[config.mk]
export PLATFORM = sky130hd
export DESIGN_NAME = fifo_param
export DESIGN_NICKNAME = d
export VERILOG_FILES = /design/src/rtl/fifo_mem.sv /design/src/rtl/fifo_param.sv
export SDC_FILE = /design/constraint.sdc
export NUM_CORES = 1
export LEC_CHECK = 0
export CORE_MARGIN = 2
export CORE_UTILIZATION = 60
export CTS_CLUSTER_DIAMETER = 30
export DETAILED_ROUTE_END_ITERATION = 8
export HOLD_SLACK_MARGIN = 0.02
export PLACE_DENSITY = 0.82
export SYNTH_ARGS = -nofsm -noshare
export SYNTH_HDL_FRONTEND = slang
export SYNTH_SLANG_ARGS = --single-unit
export TNS_END_PERCENT = 30
[constraint.sdc]
create_clock -name clk -period 6.8 [get_ports clk]
set_input_delay 1.36 -clock clk [delete_from_list [all_inputs] [get_ports clk]]
set_output_delay 1.36 -clock clk [all_outputs]
set_load 0.02 [all_outputs]
[src/rtl/fifo_mem.sv]
// Simple dual-port RAM: synchronous write port, registered read port.
// The read register clears on reset; the array itself is never cleared.
module fifo_mem #(
    parameter int WIDTH = 8,
    parameter int DEPTH = 8
) (
    input  logic                     clk,
    input  logic                     rst,
    input  logic                     wr_en,
    input  logic [$clog2(DEPTH)-1:0] wr_addr,
    input  logic [WIDTH-1:0]         wr_data,
    input  logic                     rd_en,
    input  logic [$clog2(DEPTH)-1:0] rd_addr,
    output logic [WIDTH-1:0]         rd_data
);

    logic [WIDTH-1:0] mem [DEPTH];

    // Write port: store data at wr_addr when enabled
    always_ff @(posedge clk) begin
        if (wr_en) begin
            mem[wr_addr] <= wr_data;
        end
    end

    // Read port: registered output, holds when not enabled
    always_ff @(posedge clk) begin
        if (rst) begin
            rd_data <= '0;
        end else if (rd_en) begin
            rd_data <= mem[rd_addr];
        end
    end

endmodule

[src/rtl/fifo_param.sv]
// Parametrised single-clock FIFO with fill level, programmable
// almost flags, overflow/underflow pulses and synchronous flush.
module fifo_param #(
    parameter int WIDTH    = 8,
    parameter int DEPTH    = 8,
    parameter int AF_LEVEL = DEPTH - 2,
    parameter int AE_LEVEL = 1
) (
    input  logic                       clk,
    input  logic                       rst,
    input  logic                       flush,
    input  logic                       wr_en,
    input  logic                       rd_en,
    input  logic [WIDTH-1:0]           data_in,
    output logic [WIDTH-1:0]           data_out,
    output logic                       full,
    output logic                       empty,
    output logic                       almost_full,
    output logic                       almost_empty,
    output logic [$clog2(DEPTH+1)-1:0] count,
    output logic                       overflow,
    output logic                       underflow
);

    localparam int AW = $clog2(DEPTH);
    localparam int CW = $clog2(DEPTH + 1);

    logic [AW-1:0] wr_ptr;
    logic [AW-1:0] rd_ptr;
    logic          rd_acc;
    logic          wr_acc;
    logic          mem_we;
    logic          mem_re;

    // Status flags decode straight from the registered fill level
    always_comb begin
        full         = (count == CW'(DEPTH));
        empty        = (count == '0);
        almost_full  = (count >= CW'(AF_LEVEL));
        almost_empty = (count <= CW'(AE_LEVEL));
    end

    // Accept logic: a full FIFO still takes a write if a read frees a slot
    always_comb begin
        rd_acc = rd_en & ~empty;
        wr_acc = wr_en & (~full | rd_acc);
        mem_we = wr_acc & ~flush & ~rst;
        mem_re = rd_acc & ~flush;
    end

    // Pointers, fill level and error pulses; reset beats flush beats traffic
    always_ff @(posedge clk) begin
        if (rst) begin
            wr_ptr    <= '0;
            rd_ptr    <= '0;
            count     <= '0;
            overflow  <= 1'b0;
            underflow <= 1'b0;
        end else if (flush) begin
            wr_ptr    <= '0;
            rd_ptr    <= '0;
            count     <= '0;
            overflow  <= 1'b0;
            underflow <= 1'b0;
        end else begin
            if (wr_acc) begin
                wr_ptr <= wr_ptr + AW'(1);
            end
            if (rd_acc) begin
                rd_ptr <= rd_ptr + AW'(1);
            end
            count     <= count + CW'(wr_acc) - CW'(rd_acc);
            overflow  <= wr_en & ~wr_acc;
            underflow <= rd_en & ~rd_acc;
        end
    end

    fifo_mem #(
        .WIDTH (WIDTH),
        .DEPTH (DEPTH)
    ) u_mem (
        .clk     (clk),
        .rst     (rst),
        .wr_en   (mem_we),
        .wr_addr (wr_ptr),
        .wr_data (data_in),
        .rd_en   (mem_re),
        .rd_addr (rd_ptr),
        .rd_data (data_out)
    );

endmodule

* After elaboration in Yosys (flattened, before gate mapping) *
Memory sizes are Yosys's and may differ from the RTL's. A register that Yosys moved wholly into a read port is not among the register bits.
Index checks and enable logic that the tools add are counted.

word-level totals
  bits of input ports = 13
  logic and storage cells = 31
  memories kept = 1
  output and inout port bits = 18
  register bits = 12
  RAM bits = 64

operators by class
  $add $sub $neg = 4
  eq/ne operators = 1
  reduce and logical (&&, ||, !) cells = 2
  muxes and demuxes = 2
  order comparisons = 2
  bitwise gates (word level) = 14

memories
  name       words  width  read ports  clocked after Yosys merged registers in  wr ports  line            RTL
  u_mem.mem  8      8      1           1                                        1         fifo_mem.sv:17  logic [WIDTH-1:0] mem [DEPTH];

operators by type and width
  cell                 number
  $and 1x1->1          7
  $add 3x1->3 const B  2
  $not 1->1            6
  $add 4x1->4          1
  $eq 4x4->1 const B   1
  $ge 4x3->1 const B   1
  $le 4x1->1 const B   1
  $logic_not 4->1      1
  $sub 4x1->4          1
  $mux 1               2
  $reduce_or 2->1      1
  $or 1x1->1           1

* Logic depth before layout (Yosys ltp) *
  depth after elaboration = 9
  mapped depth = 11
  depth with buffers taken out = 11

* Cells and area by module *
A second synthesis with hierarchy kept.

unflattened totals
  cells, all modules = 237
  area, all modules = 3488.3 um^2

by module, submodules not included
  module      area an instance (um^2)  instances  seq. area each (um^2)  cells an instance
  fifo_mem    2812.7                   1          2082.0                 162
  fifo_param  675.6                    1          240.2                  75

* Worst setup path before layout *
Ideal clock, no wire load.

  kind = input -> register
  start point = input port rst
  end point = memory u_mem.mem[1][0] (enable)
  setup time = 370 ps
  slack = 3845 ps
  arrival = 2584 ps
  cell stages on the path = 5
  data required time = 6430 ps
  path buffers = 2
  cells stage by stage = buf_6 -> or2_1 -> buf_2 -> or3_4 -> nor2_1

between the ends
  cells in the longest elaborated chain, start to end = 4

ends and longest elaborated chain
  item                          line              RTL
  start, declared               fifo_param.sv:10  input logic rst,
  $not 1->1                     fifo_param.sv:47  mem_we = wr_acc & ~flush & ~rst;
  $and 1x1->1                   fifo_param.sv:47
  $mux 1                        fifo_mem.sv:21    if (wr_en) begin
  $mux 1 (implied by the code)  fifo_mem.sv:22    mem[wr_addr] <= wr_data;
  end, declared                 fifo_mem.sv:17

No other way between the ends.

* Worst setup path in the final report *
  start point = input port rst
  end point = memory u_mem.mem[4][7] (enable)

The elaborated chain is that of the path after synthesis.

==> impl_metrics.tcl <==
set metrics [dict create \
    status "completed" \
    viasPerCell 5.59 \
    clkLatencyLatePin_ps 340 \
    dp_cells 312 \
    clock_sinks 84 \
    cts-root-buf "clkbuf_8" \
    dpl.hpwl_um 4380 \
    pre_cts_slack_ps 2910 \
    hp-class "reg -> reg" \
    pin_count 31 \
    path_clk_slew_ps 80 \
    core_mm2 0.00554 \
    slew_violations 0 \
    ant_nets 0 \
    tightest_slew_ps 1180 \
    die_w_um 79.9 \
    startpoint_type "input port" \
    antenna_cells 0 \
    final_cell_mix "edfxtp_1 (64), clkdlybuf4s50_1 (30), nor2_1 (21)" \
    cts_tree "yes" \
    setup_ws_ps 3210 \
    synth_compound_area_frac 0.0719 \
    tns_ps 0 \
    drive_gt1_frac 0.172 \
    port_buffers 30 \
    cts_buffer_depth 2 \
    met2_usage 0.309 \
    gp_congestion 0.824 \
    rrSetupSlack_ps 4250 \
    grtUsageMet3 0.0407 \
    dr.pass1.iters 4 \
    finalWirelength_um 6260 \
    fmax_mhz 278 \
    nNetsFinal 274 \
    final_common_cell "edfxtp_1" \
    finalSetupViolations 0 \
    grt.total_usage 0.219 \
    post_drt_wl_per_cell_um 19.1 \
    start_util 0.625 \
    synth-simple-area-share 0.0719 \
    grt_pass1_vias 1746 \
    critPathMaxFanout 10 \
    rsz0062_at_grt "false" \
    synth_seq_cells 84 \
    peakVddDrop_mv 0.221 \
    vias 1835 \
    ys_seq_area_frac 0.671 \
    hold_violations 0 \
    period_share 0.528 \
    instances_no_fill 328 \
    synth_fp_nets 241 \
    crit_path_max_incr_delay_ps 950 \
    hold_buffers 0 \
    cts_made_buffers 9 \
    synth_top_family_by_area "multiplexers" \
    min_period_ps 3590 \
    grt-ovfl-total 0 \
    avgSynthCellArea_um2 15.9 \
    die_h_um 79.9 \
    rows 27 \
    crit_type "in -> reg" \
    skew_ps 7.25 \
    cts-resized-gates 0 \
    slowest_stage "nor3_1" \
    grt_pass1_wl_um 9910 \
    leakage_nw 1.28 \
    area_delta_synth_final_pct 15.4 \
    synth_xor_area_frac 0.0152 \
    synthMuxAreaShare 0.105 \
    grt_use_met1 0.340 \
    cap_violations 0 \
    htreeDepth 3 \
    cp.arrival_ps 3550 \
    antenna_found_initial 0 \
    syn_area_mm2 0.00346 \
    post_cts_buffers 0 \
    busiest_layer "met1" \
    synth-async-reset-ratio 0 \
    maxSlewHeadroom 0.207 \
    synth_cells 218 \
    pwr_density_cell_mw_per_mm2 263 \
    synth_fa_ha_area_frac 0.0383 \
    synth_edf_count 64 \
    ys_types 39 \
    dieArea_mm2 0.00639 \
    fin_hold_ws_ps 534 \
    path_cells "clkdlybuf4s50_1 > nor2_1 > o2111ai_1 > nor3_1" \
    yosysWarnings 0 \
    remaining_drc_errors 0 \
    ys.flop_type "edfxtp_1" \
    worstPathRequired_ps 6760 \
    drt_iter0_markers 124 \
    crit_path_end_kind "register" \
    grt_max_degree 26 \
]
==> cell usage after synthesis, types with 2 or more instances <==
cell | count | area, um2
mux2i_1 | 16 | 160
buf_6 | 3 | 33.8
inv_1 | 4 | 15.0
a21oi_1 | 11 | 55.1
xnor2_1 | 3 | 26.3
buf_2 | 3 | 15.0
xor2_1 | 3 | 26.3
edfxtp_1 | 64 | 1920
o22ai_1 | 7 | 43.8
and2_1 | 2 | 12.5
nor3_1 | 3 | 15.0
or2_1 | 2 | 12.5
nor2_1 | 21 | 78.8
a211oi_2 | 8 | 100
or3b_4 | 2 | 22.5
nor2_2 | 2 | 12.5
nand2b_1 | 3 | 18.8
ha_1 | 9 | 113
nand2_1 | 5 | 18.8
mux4_2 | 9 | 203
dfxtp_1 | 20 | 400
==> critical path: cells and delay by family <==
kind	cells	cell delay, ps
simple gates	2	1280
buf+inv	1	670
compound gates	1	240
==> state kept, by name, summed over array words and instances (netlist names) <==
signal         cells
count              4
overflow           1
rd_ptr             3
u_mem.mem         64
u_mem.rd_data      8
underflow          1
wr_ptr             3
==> routing by layer <==
| layer | wire, um | up-vias | part of all wire |
|---|---|---|---|
| li1 | - | 890 | - |
| met1 | 2950 | 878 | 0.47 |
| met2 | 2860 | 62 | 0.46 |
| met3 | 394 | 5 | 0.063 |
| met4 | 56 | 0 | 0.0089 |
| met5 | 0 | - | 0 |
==> worst paths after layout <==
| check | from | to | depth (start not counted) |
|---|---|---|---|
| worst max-delay path | rst | u_mem.mem[4][7] | 4 |
| worst min-delay path | u_mem.rd_data[6] | u_mem.rd_data[6] | 2 |
| worst max register to register | count[2] | u_mem.mem[4][7] | 5 |
| worst min register to register | u_mem.rd_data[6] | u_mem.rd_data[6] | 2 |
==> layout make-up <==
cell class                 instances  area [um2]
sequential                        84        2320
fill                             353        1550
multi-input combinational        119        1050
timing repair buffer              31         308
clock buffer                       9         124
tap                               72        90.1
clock inverter                     7        80.1
inverter                           6        25.0
==> cell families (layout without fill, tap and decap cells) <==
group | after synthesis | in the layout
AOI/OAI and AO/OA | 32 | 32
muxes | 25 | 25
and+or+nand+nor | 46 | 46
DFF | 84 | 84
adders and majority gates | 10 | 10
xor gates and xnor gates | 6 | 6
buffers and inverters | 15 | 53
==> through the flow <==
stage | power, W | cell area [um2] | utilization
6_report | 0.00105 | 4000 | 0.721
5_1_grt | 0.00109 | 4000 | 0.721
4_1_cts | 0.00106 | 4000 | 0.721
3_5_place_dp | 0.000705 | 3790 | 0.684
3_3_place_gp | 0.000703 | 3790 | 0.684
2_1_floorplan | 0.000658 | 3460 | -
==> report_power, final <==
part	internal, W	switching (W)
clock	0.000175	0.000184
combinational	0.0000562	0.0000669
sequential	0.000561	0.00000913
Power figures use the tool's default switching activity.
